===== src/rtl/mem_writer_if.sv =====
// Stream-in / memory-write-out bundle for mem_writer: valid/ready data input
// plus the single-port write strobe, address and data going to the BRAM.
interface mem_writer_if #(
    parameter int DATA_WIDTH = 32,
    parameter int ADDR_WIDTH = 5
);
    logic                  in_valid;
    logic                  in_ready;
    logic [DATA_WIDTH-1:0] in_data;
    logic                  write_en;
    logic [ADDR_WIDTH-1:0] write_address;
    logic [DATA_WIDTH-1:0] write_data;

    modport master (
        output in_valid,
        output in_data,
        input  in_ready,
        input  write_en,
        input  write_address,
        input  write_data
    );

    modport slave (
        input  in_valid,
        input  in_data,
        output in_ready,
        output write_en,
        output write_address,
        output write_data
    );
endinterface


===== src/rtl/mem_writer.sv =====
// Converts a valid/ready stream into a burst of single-port memory writes,
// armed by start_writing with a wrapping address and a one-cycle done pulse.
module mem_writer #(
    parameter int DATA_WIDTH = 32,
    parameter int ADDR_WIDTH = 5,
    parameter int MEM_SIZE   = 32
) (
    input  logic                  clk,
    input  logic                  rst_n,
    input  logic                  start_writing,
    input  logic                  abort,
    input  logic [ADDR_WIDTH-1:0] base_address,
    input  logic [ADDR_WIDTH:0]   num_words,
    mem_writer_if.slave           bus,
    output logic                  busy,
    output logic                  done,
    output logic [ADDR_WIDTH:0]   words_written
);
    typedef enum logic [1:0] {IDLE, WRITE, DONE} state_t;

    localparam logic [ADDR_WIDTH:0]   MEM_SIZE_W = (ADDR_WIDTH+1)'(MEM_SIZE);
    localparam logic [ADDR_WIDTH-1:0] LAST_ADDR  = ADDR_WIDTH'(MEM_SIZE - 1);

    state_t                state_reg, state_next;
    logic [ADDR_WIDTH-1:0] addr_reg, addr_next;
    logic [ADDR_WIDTH:0]   target_reg, target_next;
    logic [ADDR_WIDTH:0]   count_reg, count_next;
    logic                  write_en_reg, write_en_next;
    logic [ADDR_WIDTH-1:0] write_address_reg, write_address_next;
    logic [DATA_WIDTH-1:0] write_data_reg, write_data_next;
    logic                  in_ready;
    logic                  beat;

    // abort wins over a pending beat so a cancelled cycle never writes
    assign in_ready = (state_reg == WRITE) && !abort;
    assign beat     = bus.in_valid && in_ready;

    always_ff @(posedge clk or negedge rst_n) begin
        if (!rst_n) begin
            state_reg         <= IDLE;
            addr_reg          <= '0;
            target_reg        <= '0;
            count_reg         <= '0;
            write_en_reg      <= 1'b0;
            write_address_reg <= '0;
            write_data_reg    <= '0;
        end else begin
            state_reg         <= state_next;
            addr_reg          <= addr_next;
            target_reg        <= target_next;
            count_reg         <= count_next;
            write_en_reg      <= write_en_next;
            write_address_reg <= write_address_next;
            write_data_reg    <= write_data_next;
        end
    end

    always_comb begin
        state_next         = state_reg;
        addr_next          = addr_reg;
        target_next        = target_reg;
        count_next         = count_reg;
        write_en_next      = 1'b0;
        write_address_next = write_address_reg;
        write_data_next    = write_data_reg;
        case (state_reg)
            IDLE: begin
                if (start_writing && (num_words != '0)) begin
                    addr_next   = base_address;
                    target_next = (num_words > MEM_SIZE_W) ? MEM_SIZE_W : num_words;
                    count_next  = '0;
                    state_next  = WRITE;
                end
            end
            WRITE: begin
                if (abort) begin
                    state_next = IDLE;
                end else if (beat) begin
                    write_en_next      = 1'b1;
                    write_address_next = addr_reg;
                    write_data_next    = bus.in_data;
                    addr_next          = (addr_reg == LAST_ADDR) ? '0 : addr_reg + 1'b1;
                    count_next         = count_reg + 1'b1;
                    if (count_next == target_reg) begin
                        state_next = DONE;
                    end
                end
            end
            DONE: begin
                state_next = IDLE;
            end
            default: begin
                state_next = IDLE;
            end
        endcase
    end

    // DONE is entered on the same edge that launches the final strobe
    assign done              = (state_reg == DONE);
    assign busy              = (state_reg == WRITE) || (state_reg == DONE);
    assign words_written     = count_reg;
    assign bus.in_ready      = in_ready;
    assign bus.write_en      = write_en_reg;
    assign bus.write_address = write_address_reg;
    assign bus.write_data    = write_data_reg;
endmodule

===== src/flat_wrapper.sv =====
// flat-port wrapper written by rule: the top's interface ports become plain ports
module mem_writer_flat 
#(
    parameter int DATA_WIDTH = 32,
    parameter int ADDR_WIDTH = 5,
    parameter int MEM_SIZE   = 32
)
  (clk, rst_n, start_writing, abort, base_address, num_words, busy, done, words_written, bus_in_valid, bus_in_data, bus_in_ready, bus_write_en, bus_write_address, bus_write_data);
  mem_writer_if #(.DATA_WIDTH(DATA_WIDTH), .ADDR_WIDTH(ADDR_WIDTH)) bus_i ();
  input  logic clk;
  input  logic rst_n;
  input  logic start_writing;
  input  logic abort;
  input  logic [ADDR_WIDTH-1:0] base_address;
  input  logic [ADDR_WIDTH:0] num_words;
  output logic busy;
  output logic done;
  output logic [ADDR_WIDTH:0] words_written;
  input wire logic [$bits(bus_i.in_valid)-1:0] bus_in_valid;
  input wire logic [$bits(bus_i.in_data)-1:0] bus_in_data;
  output wire logic [$bits(bus_i.in_ready)-1:0] bus_in_ready;
  output wire logic [$bits(bus_i.write_en)-1:0] bus_write_en;
  output wire logic [$bits(bus_i.write_address)-1:0] bus_write_address;
  output wire logic [$bits(bus_i.write_data)-1:0] bus_write_data;
  assign bus_i.in_valid = bus_in_valid;
  assign bus_i.in_data = bus_in_data;
  assign bus_in_ready = bus_i.in_ready;
  assign bus_write_en = bus_i.write_en;
  assign bus_write_address = bus_i.write_address;
  assign bus_write_data = bus_i.write_data;
  mem_writer #(.DATA_WIDTH(DATA_WIDTH), .ADDR_WIDTH(ADDR_WIDTH), .MEM_SIZE(MEM_SIZE)) u_core (.clk(clk), .rst_n(rst_n), .start_writing(start_writing), .abort(abort), .base_address(base_address), .num_words(num_words), .bus(bus_i), .busy(busy), .done(done), .words_written(words_written));
endmodule

===== config.mk =====
export PLATFORM = sky130hd
export DESIGN_NAME = mem_writer_flat
export DESIGN_NICKNAME = d
export VERILOG_FILES = /design/src/rtl/mem_writer_if.sv /design/src/rtl/mem_writer.sv /design/src/flat_wrapper.sv
export SDC_FILE = /design/constraint.sdc
export NUM_CORES = 1
export LEC_CHECK = 0
export BUFFER_PORTS_ARGS = -buffer_cell sky130_fd_sc_hd__buf_2
export CORE_AREA = 2 2 85 87
export CTS_CLUSTER_SIZE = 40
export DETAILED_ROUTE_END_ITERATION = 6
export DIE_AREA = 0 0 87 89
export PLACE_DENSITY = 0.64
export SETUP_SLACK_MARGIN = 0.5
export SLEW_MARGIN = 20
export SYNTH_ARGS = -nofsm -noshare
export SYNTH_HDL_FRONTEND = slang
export SYNTH_SLANG_ARGS = --single-unit

===== constraint.sdc =====
create_clock -name clk -period 2.8 [get_ports clk]
set_clock_uncertainty 0.2 [all_clocks]
set_input_delay 0.14 -clock clk [delete_from_list [all_inputs] [get_ports clk]]
set_output_delay 0.14 -clock clk [all_outputs]
set_load 0.01 [all_outputs]

Word level (Yosys, flattened, before mapping)
Cells that the tools add are included.

word-level totals
  word-level logic and storage cells = 50
  flip-flop bits (word level) = 57
  bits of input ports = 48

cells by class
  muxes and demuxes = 18
  $lt $le $gt $ge = 1
  reduce and logical (&&, ||, !) cells = 12
  equal/unequal tests = 9
  bitwise gates (word level) = 1
  $add $sub $neg = 2

operators by type and width
  kind                   count
  $mux W6                4
  $mux W5                4
  $pmux W6 S2            1
  $pmux W5 S2            1
  $mux W2                4
  $add A6 B1 Y6 const B  1
  $eq A6 B6 Y1           1
  $gt A6 B6 Y1 const B   1
  $reduce_and A3 Y1      2
  $reduce_bool A6 Y1     1
  $add A5 B1 Y5 const B  1
  $eq A5 B5 Y1 const B   1
  $ne A2 B1 Y1 const B   2
  $pmux W2 S2            1
  $reduce_and A4 Y1      1
  $logic_and A1 B1 Y1    3
  $mux W1                3
  $ne A3 B2 Y1 const B   1
  $ne A3 B3 Y1 const B   1
  $eq A2 B1 Y1 const B   1
  $eq A2 B2 Y1 const B   1
  $logic_not A2 Y1       1
  $ne A2 B2 Y1 const B   1
  $reduce_and A2 Y1      1
  4 further kinds        4

Depth between registers and ports, before layout
Gate-level depths: netlist of run 1.

  depth after elaboration = 6
  depth in mapped cells = 10
  mapped depth without buffers = 8

Worst setup path after synthesis of run 1
Ideal clock, no wire load.

  path type = reg-to-reg
  from = register u_core.state_reg[1]
  to = register u_core.write_address_reg[4], in the netlist u_core.bus.write_address[4]
  path slack = 0.708 ns
  data required time = 2.475 ns
  cell stages (with the launch flop) = 10
  period minus slack after synthesis = 2.092 ns
  arrival = 1.767 ns
  cells stage by stage = dfrtp_1 inv_1 ha_1 buf_4 nand2b_2 inv_2 nand2_1 buf_2 buf_2 mux2_2

between the ends
  word-level cells in the longest chain between the ends = 4

ends and longest elaborated chain
  item                                RTL line            RTL
  from (decl)                         mem_writer.sv:24    state_t state_reg, state_next;
  from (signal assigned)              mem_writer.sv:48    state_reg <= state_next;
  $eq A2 B1 Y1                        mem_writer.sv:35    assign in_ready = (state_reg == WRITE) && !abort;
  $logic_and A1 B1 Y1                 mem_writer.sv:35
  net bus_in_ready                    flat_wrapper.sv:21  output wire logic [$bits(bus_i.in_ready)-1:0] bus_in_ready;
  $logic_and A1 B1 Y1                 mem_writer.sv:36    assign beat = bus.in_valid && in_ready;
  $reduce_and A3 Y1 (no source line)  n/a
  to (signal assigned)                mem_writer.sv:53    write_address_reg <= write_address_next;
  to (decl)                           mem_writer.sv:29    logic [ADDR_WIDTH-1:0] write_address_reg, write_address_next;

The timed path passes the listed nets, and every way through them passes these cells.
A chain may end at the register's enable or synchronous reset.

Worst setup path after layout of run 1
  from = input num_words[1]
  to = register u_core.target_reg[5]

between the ends
  word-level cells in the longest chain between the ends = 3
  elaborated cells between the ends (all ways) = 5
  those cells by class = order compare (1); mux (1); reduce/logical (3)

ends and longest elaborated chain
  item                                                  RTL line            RTL
  from (decl)                                           flat_wrapper.sv:15  input logic [ADDR_WIDTH:0] num_words;
  branches (longest 3 deep; another with $gt A6 B6 Y1)  n/a
  to (signal assigned)                                  mem_writer.sv:50    target_reg <= target_next;
  to (decl)                                             mem_writer.sv:26    logic [ADDR_WIDTH:0] target_reg, target_next;

Parallel ways; which one is timed is not known.

==> metrics, run 1 <==
RSZ-0062 raised after global routing false; setup slack, reg-to-reg approximately 630 ps; leading area contributor after synthesis dfrtp_1; top cells by area, synth dfrtp_1 (54%), mux2_2 (16%), nand2_1 (3.0%); Worst Setup End Kind flop; Worst Setup SP num_words[1]; via count between 2,000 and 2,500; DR WL/cell around 14 um; drc violations 0; Sequential Power Share 0.400; IO buf count 94; Initial DRT Pass Iterations 4; DP HPWL 4140 um; CP Capture Point u_core.target_reg[5]; TNS Setup 0 ps; Leak 1.82 nW; # diodes 0; Bufs on Longest Clock Path 2; WS Path Type input pin to flop; worst-skew pair later-pin latency 330 ps; CTS Buf Count 9; vias per std cell 4.83; syn_area_per_cell ~12 um^2; synthesized flop and latch total 57; core area 6720 um^2; number of clock sinks between 50 and 60; Switching Fraction 0.369; combinational power share 0.426; Die Width between 80 and 90 um; Cell Area, Placed 3180 um^2; TritonCTS clock tree done; H-tree depth 3; Final #Nets 416; design area approximately 3800 um^2; sequential share of the synthesized area 0.540; All-Layer GR Usage 0.172; Post-CTS Repair Setup Buffers 0; Clk pwr share 0.173; Max Slew Vio Count 0; post-synthesis cell type count 41; power consumption 3.68 mW; number of synthesized flops with an enable pin 0; PD cells roughly 960 nW/um^2; starting density of the core 0.393; global-route wire length before repair 10,100 um; die area between 7000 and 8000 um^2; Final Hold Violating Endpoints 0; Worst Max-Slew Pin Slew 708 ps; Int Pwr 2.32 mW; Synth Flop Type dfrtp_1; Routed Antenna Nets 0; Tcrit/Tclk final 0.777; grt total ovfl 0; worst r2r src u_core.state_reg[1]; final wirelength 6200 um; Cells after DPL 382; CTS Root Cell clkbuf_8; R2R Path End u_core.words_written[3]; headroom to the max-slew limit 0.528; # IOs 95; Max FO, Critical Path 11; Max VDD drop 472 uV; Mapped Area 2640 um^2; final setup vio count 0; Post-Layout Cell Count 446; die height 89 um; vias in the first global route 2,164; layout cells sized above 1 0.443; class of the worst hold path input pin to flop; Post-synth ARST share 1.00; largest net degree at the start of global routing 58; Largest register FFs 32; Worst-path clk slew 70 ps; area share of the largest cell type after synthesis 0.540; R2R cell count 7; area growth from synthesis to layout 45.0%; Max Cap Viol 0; FP Rows 30; Post-Synthesis Cells ~210; initial drt markers 107; initial antenna violation count 0; Startpoint Class input pin; CP required around 2800 ps; status completed; Net Sw Power between 1 and 1.5 mW; min cycle time layout 2180 ps; GPL Wtd Cong 0.806; Max Freq 0.460 GHz; Critical Path AT 2190 ps; Synthesis Warnings 0; Mapped Nets about 270
[power groups by stage]
stage | Combinational [mW] | Clock (mW) | Sequential, mW
2_1_floorplan | 0.887 | 0 | 1.59
3_3_place_gp | 1.49 | 0 | 1.47
3_5_place_dp | 1.53 | 0 | 1.49
4_1_cts | 1.58 | 0.663 | 1.47
5_1_grt | 1.75 | 0.695 | 1.53
6_report | 1.57 | 0.637 | 1.47
[worst min-delay path by stage]
stage / slack, ps / startpoint / endpoint / cells after the start
6_report: 50 / bus_in_valid / u_core.state_reg[1] / 5
5_1_grt: 70 / bus_in_valid / u_core.state_reg[1] / 5
4_1_cts: 30 / bus_in_valid / u_core.state_reg[1] / 5
3_5_place_dp: 140 / rst_n / u_core.state_reg[1] / 2
3_3_place_gp: 140 / rst_n / u_core.target_reg[2] / 2
2_1_floorplan: -360 / rst_n / u_core.addr_reg[0] / 0
[metal layers]
layer | wire (um) | up-vias | share of wire | GRT usage
li1 | - | 1051 | - | -
met1 | 2580 | 1036 | 0.42 | 0.208
met2 | 3230 | 57 | 0.52 | 0.287
met3 | 258 | 11 | 0.042 | 0.0388
met4 | 128 | 0 | 0.021 | 0.0938
met5 | 0 | - | 0 | 0
[what timing repair did]
item,4_1_cts,5_1_grt
hold endpoints to repair,100,0
setup endpoints to repair,0,1
gates resized for setup,0,1
hold buffers,49,0
[metrics by stage]
step	setup slack [ps]	hold slack, ps	utilization
6_report	624	48.7	0.571
5_1_grt	512	68.7	0.571
4_1_cts	541	32.2	0.570
3_5_place_dp	648	139	0.473
3_3_place_gp	687	141	0.473
2_1_floorplan	708	-356	-
[cells by family (layout without fill, tap and decap cells)]
kind of cell,count (synthesis),in the layout,synth area share
buffers and inverters,14,166,0.0293
XOR/XNOR,6,6,0.0199
multiplexers,41,41,0.173
AND/OR/NAND/NOR,60,60,0.120
AO/OA/AOI/OAI,30,30,0.0899
adder cells (fa/ha/maj),6,6,0.0284
flip-flops,57,57,0.540
[placed cells by master (no fill, tap or decap), types with 2 or more instances in the layout]
cell type	count
inv_1	4
nand2_2	3
mux2i_1	3
buf_4	3
nor2b_1	2
dfrtp_1	57
o221ai_1	2
o211ai_1	3
clkinv_2	4
xnor2_1	4
o21ai_0	11
nand3b_1	4
nand3_1	8
nand2b_1	10
a21oi_1	3
buf_2	94
clkbuf_8	9
ha_1	6
nor2_1	4
nand2_1	19
and2_1	3
nor3_1	2
xor2_1	2
mux2_2	38
dlygate4sd3_1	49
[layout make-up]
type	count	area, um^2
well taps	80	100
fillers	573	2890
repair buffers	146	983
inverters	5	18.8
clock inverters	6	36.3
flip-flops and latches	57	1430
clock buffers	9	124
multi-input cells	143	1140
[worst max-delay path, cell delays in order]
cell	delay, ps
dlygate4sd3_1	530
buf_2	130
or4_4	550
o31a_1	300
nand2_2	190
mux2_2	350
[cell usage after synthesis (all sizes together), types with 2 or more instances]
cell / number
a211oi: 2
a21oi: 3
and2: 3
buf: 8
dfrtp: 57
ha: 6
inv: 5
mux2: 38
mux2i: 3
nand2: 22
nand2b: 11
nand3: 8
nand3b: 4
nor2: 4
nor2b: 2
nor3: 2
o211ai: 3
o21ai: 12
o221ai: 2
o31ai: 2
xnor2: 4
xor2: 2
No activity file was read; power rests on OpenSTA's default activity.
==> run 2: changes to the inputs <==
--- a/config.mk
+++ b/config.mk
@@ -10,7 +10,7 @@
 export CTS_CLUSTER_SIZE = 40
 export DETAILED_ROUTE_END_ITERATION = 6
 export DIE_AREA = 0 0 87 89
-export PLACE_DENSITY = 0.64
+export PLACE_DENSITY = 0.67
 export SETUP_SLACK_MARGIN = 0.5
 export SLEW_MARGIN = 20
 export SYNTH_ARGS = -nofsm -noshare
==> constraint.sdc (replaced) <==
create_clock -name clk -period 2 [get_ports clk]
set_clock_uncertainty 0.2 [all_clocks]
set_input_delay 0.1 -clock clk [delete_from_list [all_inputs] [get_ports clk]]
set_output_delay 0.1 -clock clk [all_outputs]
set_load 0.01 [all_outputs]
==> run 2 against run 1 <==
Against the previous run: clock-buffer cell count rose by 1; register-to-register slack got worse by 600 ps; sequential share of layout area fell by 7.4 points; global-route usage rose by 5.5 points; die area did not move; sequential cell count did not move; cell area rose by 25%.
==> metrics, run 2 (synthesized netlist as in run 1, its figures left out) <==
FILL cells 438 (was 573); headroom to the max-slew limit 0.575 (was 0.528); status completed (unchanged); hold path cells 3 (was 5); die height 89 um (unchanged); final setup vio count 0 (unchanged); grt total ovfl 0 (unchanged); IO buf count 94 (unchanged); starting density of the core 0.393 (unchanged); core area 6720 um^2 (unchanged); class of the worst hold path input pin to flop (unchanged); Max Freq 0.508 GHz; Max FO, Critical Path 5 (was 11); Largest register FFs 32 (unchanged); TritonCTS clock tree done (unchanged); power consumption 6.78 mW (was 3.68 mW); FP Rows 30 (unchanged); Tcrit/Tclk final 0.985; number of clock sinks 57 (unchanged); Cells after DPL 388 (was 382); Routed Antenna Nets 0 (unchanged); hold_ws 9.59 ps (was 48.7 ps); Die Width 87 um (unchanged); hold path endpoint u_core.target_reg[1] (was u_core.state_reg[1]); PD cells 1410 nW/um^2 (was 960 nW/um^2); via count 2,464 (was 2,155); Worst Setup End Kind flop (unchanged); Final #Nets 456 (was 416); Worst Max-Slew Pin Slew 637 ps (was 708 ps); Initial DRT Pass Iterations 4 (unchanged); worst-skew pair later-pin latency 330 ps (about the same); CTS Buf Count 9 (unchanged); All-Layer GR Usage 0.227 (was 0.172); most frequent cells in the layout buf_2 (91), dfrtp_1 (54), dlygate4sd3_1 (48) (was buf_2 (94), dfrtp_1 (57), dlygate4sd3_1 (49)); Leak 2.37 nW (was 1.82 nW); vias in the first global route 2,584 (was 2,164); vias per std cell 5.07 (was 4.83); area growth from synthesis to layout 81.3% (was 45.0%); initial drt markers 76 (was 107); Max VDD drop 754 uV (was 472 uV); HP Start num_words[5] (was bus_in_valid); R2R cell count 8 (was 7); Bufs on Longest Clock Path 2 (unchanged); Max Slew Vio Count 0 (unchanged); Worst-path clk slew 70 ps (about the same); Max Cap Viol 0 (unchanged); # IOs 95 (unchanged); Final Hold Violating Endpoints 0 (unchanged); multi-input logic area 1460 um^2 (was 1140 um^2); WS Path Type flop to flop (was input pin to flop); RSZ-0062 raised after global routing true (was false); worst r2r src u_core.state_reg[1] (unchanged); global-route wire length before repair 13,100 um (was 10,100 um); drc violations 0 (unchanged); H-tree depth 3 (unchanged); DP HPWL 4450 um (was 4140 um); die area 7740 um^2 (unchanged); final wirelength 9120 um (was 6200 um); Final Util 0.713 (was 0.571); # diodes 0 (unchanged); DR WL/cell 18.8 um (was 13.9 um); largest net degree at the start of global routing 33 (was 58); initial antenna violation count 0 (unchanged); min cycle time layout ~2000 ps; CTS Root Cell clkbuf_8 (unchanged); register area 1430 um^2 (about the same); most common cell after layout, fill and taps aside buf_2 (unchanged); Startpoint Class flop (was input pin); CP required 2060 ps (was 2820 ps); R2R Path End u_core.words_written[3] (unchanged); layout cells sized above 1 0.571 (was 0.443); setup slack, reg-to-reg 30 ps (was 630 ps); Post-Layout Cell Count 486 (was 446); Critical Path AT 2030 ps (was 2190 ps); GPL Wtd Cong 0.768 (was 0.806)
run 2: cell count changes in the layout (fill, tap and decap cells not counted), sizes merged:
| cell | previous run | this run |
|---|---|---|
| buf | 97 | 138 |
| bufinv | 0 | 1 |
| clkbuf | 9 | 10 |
| clkinv | 5 | 4 |
| dlygate4sd3 | 49 | 48 |
| inv | 5 | 4 |
run 2: worst max-delay path by stage:
stage	slack (ps)	cells past startpoint	from	endpoint
floorplan	70	9	u_core.state_reg[1]	u_core.words_written[3]
global placement	90	5	u_core.words_written[0]	u_core.state_reg[0]
detailed placement	-3	5	u_core.words_written[1]	u_core.state_reg[0]
CTS	70	6	u_core.words_written[1]	u_core.state_reg[0]
global route	-10	8	u_core.state_reg[1]	u_core.words_written[3]
finish	30	8	u_core.state_reg[1]	u_core.words_written[3]
run 2: critical path, cell delays in order (launching register included):
cell and delay (ps):
dfrtp_1 400, inv_2 120, ha_4 170, nand2b_4 70, clkinv_4 70, nand2_8 70, a22o_4 250, or4b_4 480
nand3_1 80
run 2: area by class of cell:
type / count / share of cell area
repair buffers: 186 / 0.331
inverters: 5 / 0.00496
well taps: 80 / 0.0209
clock buffers: 10 / 0.0287
multi-input cells: 143 / 0.304
flip-flops and latches: 57 / 0.298
clock inverters: 5 / 0.0117
run 2: timing repair:
action	in CTS	in global routing
buffers inserted	21	6
pin swaps	12	11
hold buffers	48	0
endpoints found under the hold margin	68	0
setup endpoints to repair	59	60
cloned	8	0
resized for setup	66	38
run 2: report_power, final:
group	switching [mW]	internal (mW)
sequential	0.416	1.71
clock	0.466	0.600
combinational	1.59	2.00
run 2: metrics by stage:
stage | setup WS [ps] | instance area (um^2) | setup TNS (ps)
after global routing | -13.5 | 4790 | -13.5
after CTS | 71.6 | 4600 | 0
after detailed placement | -2.75 | 3290 | -2.75
after floorplan | 74.3 | 2700 | 0
final | 30.4 | 4790 | 0
after global placement | 88.6 | 3290 | 0
run 2: metal layers:
| metal | track usage | vias to the layer above | share of wire |
|---|---|---|---|
| met5 | 0 | - | 0 |
| met3 | 0.0489 | 19 | 0.040 |
| met4 | 0.101 | 0 | 0.021 |
| met1 | 0.270 | 1232 | 0.40 |
| li1 | - | 1139 | - |
| met2 | 0.396 | 74 | 0.54 |
==> run 3: changes to the inputs <==
--- a/config.mk
+++ b/config.mk
@@ -5,12 +5,13 @@
 export SDC_FILE = /design/constraint.sdc
 export NUM_CORES = 1
 export LEC_CHECK = 0
+export ABC_AREA = 1
 export BUFFER_PORTS_ARGS = -buffer_cell sky130_fd_sc_hd__buf_2
-export CORE_AREA = 2 2 85 87
+export CORE_AREA = 2 2 83 85
 export CTS_CLUSTER_SIZE = 40
 export DETAILED_ROUTE_END_ITERATION = 6
-export DIE_AREA = 0 0 87 89
-export PLACE_DENSITY = 0.67
+export DIE_AREA = 0 0 85 87
+export PLACE_DENSITY = 0.68
 export SETUP_SLACK_MARGIN = 0.5
 export SLEW_MARGIN = 20
 export SYNTH_ARGS = -nofsm -noshare
==> run 3 against run 2 <==
Against the previous run: cell area is 6.1% lower; register-to-register slack better by 120 ps; sequential share of layout area is 1.9 points higher; critical path depth is 4 higher; sequential power is 7% lower; clock-buffer cell count is 2 higher; critical path type unchanged.
==> metrics, run 3 <==
Cells after DPL 479 (was 388); hold path endpoint u_core.target_reg[0] (was u_core.target_reg[1]); Max FO, Critical Path 4 (was 5); synthesized flop and latch total 57 (unchanged); Startpoint Class flop (unchanged); headroom to the max-slew limit 0.667 (was 0.575); R2R Path End u_core.state_reg[1] (was u_core.words_written[3]); vias per std cell 4.88 (was 5.07); sequential share of the synthesized area 0.557 (was 0.540); die area 7400 um^2 (was 7740 um^2); # IOs 95 (unchanged); design area 4500 um^2 (was 4790 um^2); Post-Layout Cell Count 574 (was 486); Post-Synthesis Cells 309 (was 214); number of clock sinks 57 (unchanged); GPL Wtd Cong 0.856 (was 0.768); mux contribution to synthesized area 0 (was 0.173); grt total ovfl 0 (unchanged); Final Util 0.685 (was 0.713); Critical Path AT 1880 ps (was 2030 ps); worst path bufs/invs 1 (was 2); Worst Max-Slew Pin Slew 500 ps (was 637 ps); IO buf count 94 (unchanged); status completed (unchanged); top cells by area, synth dfrtp_1 (56%), nand2_1 (22%), inv_1 (3.5%) (was dfrtp_1 (54%), mux2_2 (16%), nand2_1 (3.0%)); Synth Flop Type dfrtp_1 (unchanged); post-synthesis cell type count 24 (was 41); DP HPWL 4230 um (was 4450 um); Compound-Gate Fraction of Synth Area 0.0680 (was 0.0899); die height 87 um (was 89 um); via count 2,800 (was 2,464); Largest register FFs 32 (unchanged); # diodes 0 (unchanged); Max Freq 0.539 GHz (was 0.508 GHz); top post-synthesis cells by count nand2_1 (150), dfrtp_1 (57), inv_1 (24) (was dfrtp_1 (57), mux2_2 (38), nand2_1 (21)); Int Pwr 4.02 mW (was 4.30 mW); Switching Fraction 0.367 (was 0.365); most frequent cells in the layout nand2_1 (142), buf_2 (92), dfrtp_1 (55) (was buf_2 (91), dfrtp_1 (54), dlygate4sd3_1 (48)); RSZ-0062 raised after global routing true (unchanged); min cycle time layout 1850 ps (was 1970 ps); CP top delay family simple AND/OR/NAND/NOR gates (unchanged); Routed Antenna Nets 0 (unchanged); core area 6570 um^2 (was 6720 um^2); R2R cell count 12 (was 8); combinational power share 0.501 (was 0.530); CP cell instances ha_4 > inv_2 > nand2_2 > nand3_2 > nor2_2 > nand2_1 > nor2_1 > nand3_1 > nand2_2 > nand2_2 > nand2_1 > nand2_1 (was inv_2 > ha_4 > nand2b_4 > clkinv_4 > nand2_8 > a22o_4 > or4b_4 > nand3_1); Final Hold Violating Endpoints 0 (unchanged); Mapped Area 2560 um^2 (was 2640 um^2); Max VDD drop 873 uV (was 754 uV); FILL cells 515 (was 438); CTS Buf Count 9 (unchanged); Net Sw Power 2.33 mW (was 2.48 mW); Worst-path clk slew 70 ps (about the same); Max Slew Vio Count 0 (unchanged); All-Layer GR Usage 0.227 (about the same); Synth Area in XOR/XNOR 0.00342 (was 0.0199); HP Start start_writing (was num_words[5]); Die Width 85 um (was 87 um); Clk pwr share 0.187 (was 0.157); Bufs on Longest Clock Path 2 (unchanged); Synthesis Warnings 0 (unchanged); simple-gate portion of the synthesized area 0.285 (was 0.120); Mapped Nets 363 (was 268); Max Cap Viol 0 (unchanged); most common cell after layout, fill and taps aside nand2_1 (was buf_2); layout cells sized above 1 0.381 (was 0.571); hold path cells 6 (was 3); syn_area_per_cell 8.28 um^2 (was 12.4 um^2); hold_ws 36.7 ps (was 9.59 ps); worst r2r src u_core.words_written[0] (was u_core.state_reg[1]); TritonCTS clock tree done (unchanged); slowest cell on the critical path dfrtp_2 (was or4b_4); power consumption 6.35 mW (was 6.78 mW); leading area contributor after synthesis dfrtp_1 (unchanged); number of synthesized flops with an enable pin 0 (unchanged); Post-synth ARST share 1.00 (unchanged); largest net degree at the start of global routing 39 (was 33); worst-skew pair later-pin latency 330 ps (about the same); area share of the largest cell type after synthesis 0.557 (was 0.540); Worst Setup End Kind flop (unchanged); drc violations 0 (unchanged); starting density of the core 0.390 (was 0.393); vias in the first global route 2,742 (was 2,584); Sequential Power Share 0.312 (was 0.313); Tcrit/Tclk final 0.927 (was 0.985); count leader, synth nand2_1 (was dfrtp_1); Cell Area, Placed 3180 um^2 (was 3290 um^2); Post-Synth Adder-Cell Area 0.0293 (was 0.0284); PD cells 1410 nW/um^2 (about the same); global-route wire length before repair 12,800 um (was 13,100 um); CP required 2020 ps (was 2060 ps); H-tree depth 3 (unchanged); main combinational cell family by area after synthesis simple AND/OR/NAND/NOR gates (was multiplexers); area growth from synthesis to layout 75.9% (was 81.3%); CTS Root Cell clkbuf_8 (unchanged); register area 1430 um^2 (about the same); class of the worst hold path input pin to flop (unchanged); final setup vio count 0 (unchanged); Final #Nets 544 (was 456); FP Rows 30 (unchanged); initial antenna violation count 0 (unchanged); Leak 2.39 nW (was 2.37 nW); DR WL/cell 14.9 um (was 18.8 um); CP max stage delay 440 ps (was 480 ps); final wirelength 8550 um (was 9120 um); setup slack, reg-to-reg 150 ps (was 30 ps); Initial DRT Pass Iterations 5 (was 4); initial drt markers 145 (was 76); multi-input logic area 1120 um^2 (was 1460 um^2); WS Path Type flop to flop (unchanged)
## run 3: through the flow
step,TNS (ps),worst slack [ps]
after global placement,0,165
after CTS,0,213
after floorplan,0,250
final,0,146
after detailed placement,0,101
after global routing,-13.1,-13.1
## run 3: cell families (layout without fill, tap and decap cells)
family | after synthesis | count (layout)
and+or+nand+nor | 183 | 183
DFF | 57 | 57
buffers and inverters | 35 | 220
AOI/OAI and AO/OA | 27 | 27
adders and majority gates | 6 | 6
xor gates and xnor gates | 1 | 1
## run 3: timing repair
item	CTS	global route
setup buffers	21	5
setup endpoints to repair	59	60
cloned	8	2
hold endpoints to repair	100	0
hold buffers	44	0
resized for setup	43	17
pin swaps	7	3
## run 3: worst max-delay path by stage
stage / startpoint / end / slack, ps / depth (start not counted)
CTS: u_core.state_reg[1] / u_core.addr_reg[2] / 210 / 11
global route: u_core.words_written[0] / u_core.state_reg[1] / -10 / 12
finish: u_core.words_written[0] / u_core.state_reg[1] / 150 / 12
global placement: u_core.state_reg[1] / u_core.addr_reg[4] / 160 / 10
floorplan: u_core.state_reg[1] / u_core.words_written[2] / 250 / 9
detailed placement: u_core.state_reg[1] / u_core.addr_reg[1] / 100 / 10
## run 3: area by class of cell
class / instances / area share
Tap cell: 80 / 0.0222
Inverter: 26 / 0.0245
Sequential cell: 57 / 0.317
Clock inverter: 3 / 0.0145
Timing Repair Buffer: 179 / 0.339
Clock buffer: 12 / 0.0322
Multi-Input combinational cell: 217 / 0.250
## run 3: tightest hold or removal path: stages
cell and delay (ps):
buf_2 90, o21ai_2 90, inv_1 60, nand2_1 80, nand2_1 60, o21ai_1 60
## run 3: power groups by stage
stage	Sequential, mW	Combinational, mW	Clock, mW
6_report	1.98	3.18	1.19
5_1_grt	2.04	3.50	1.25
4_1_cts	1.96	2.90	1.19
3_5_place_dp	1.99	2.04	0
3_3_place_gp	1.97	2.00	0
2_1_floorplan	2.13	1.14	0
## run 3: routing by layer
layer,track usage,part of all wire,vias to the layer above
met1,0.253,0.40,1339
met3,0.0408,0.054,24
met4,0.126,0.026,0
met2,0.411,0.52,105
li1,-,-,1332
met5,0,0,-
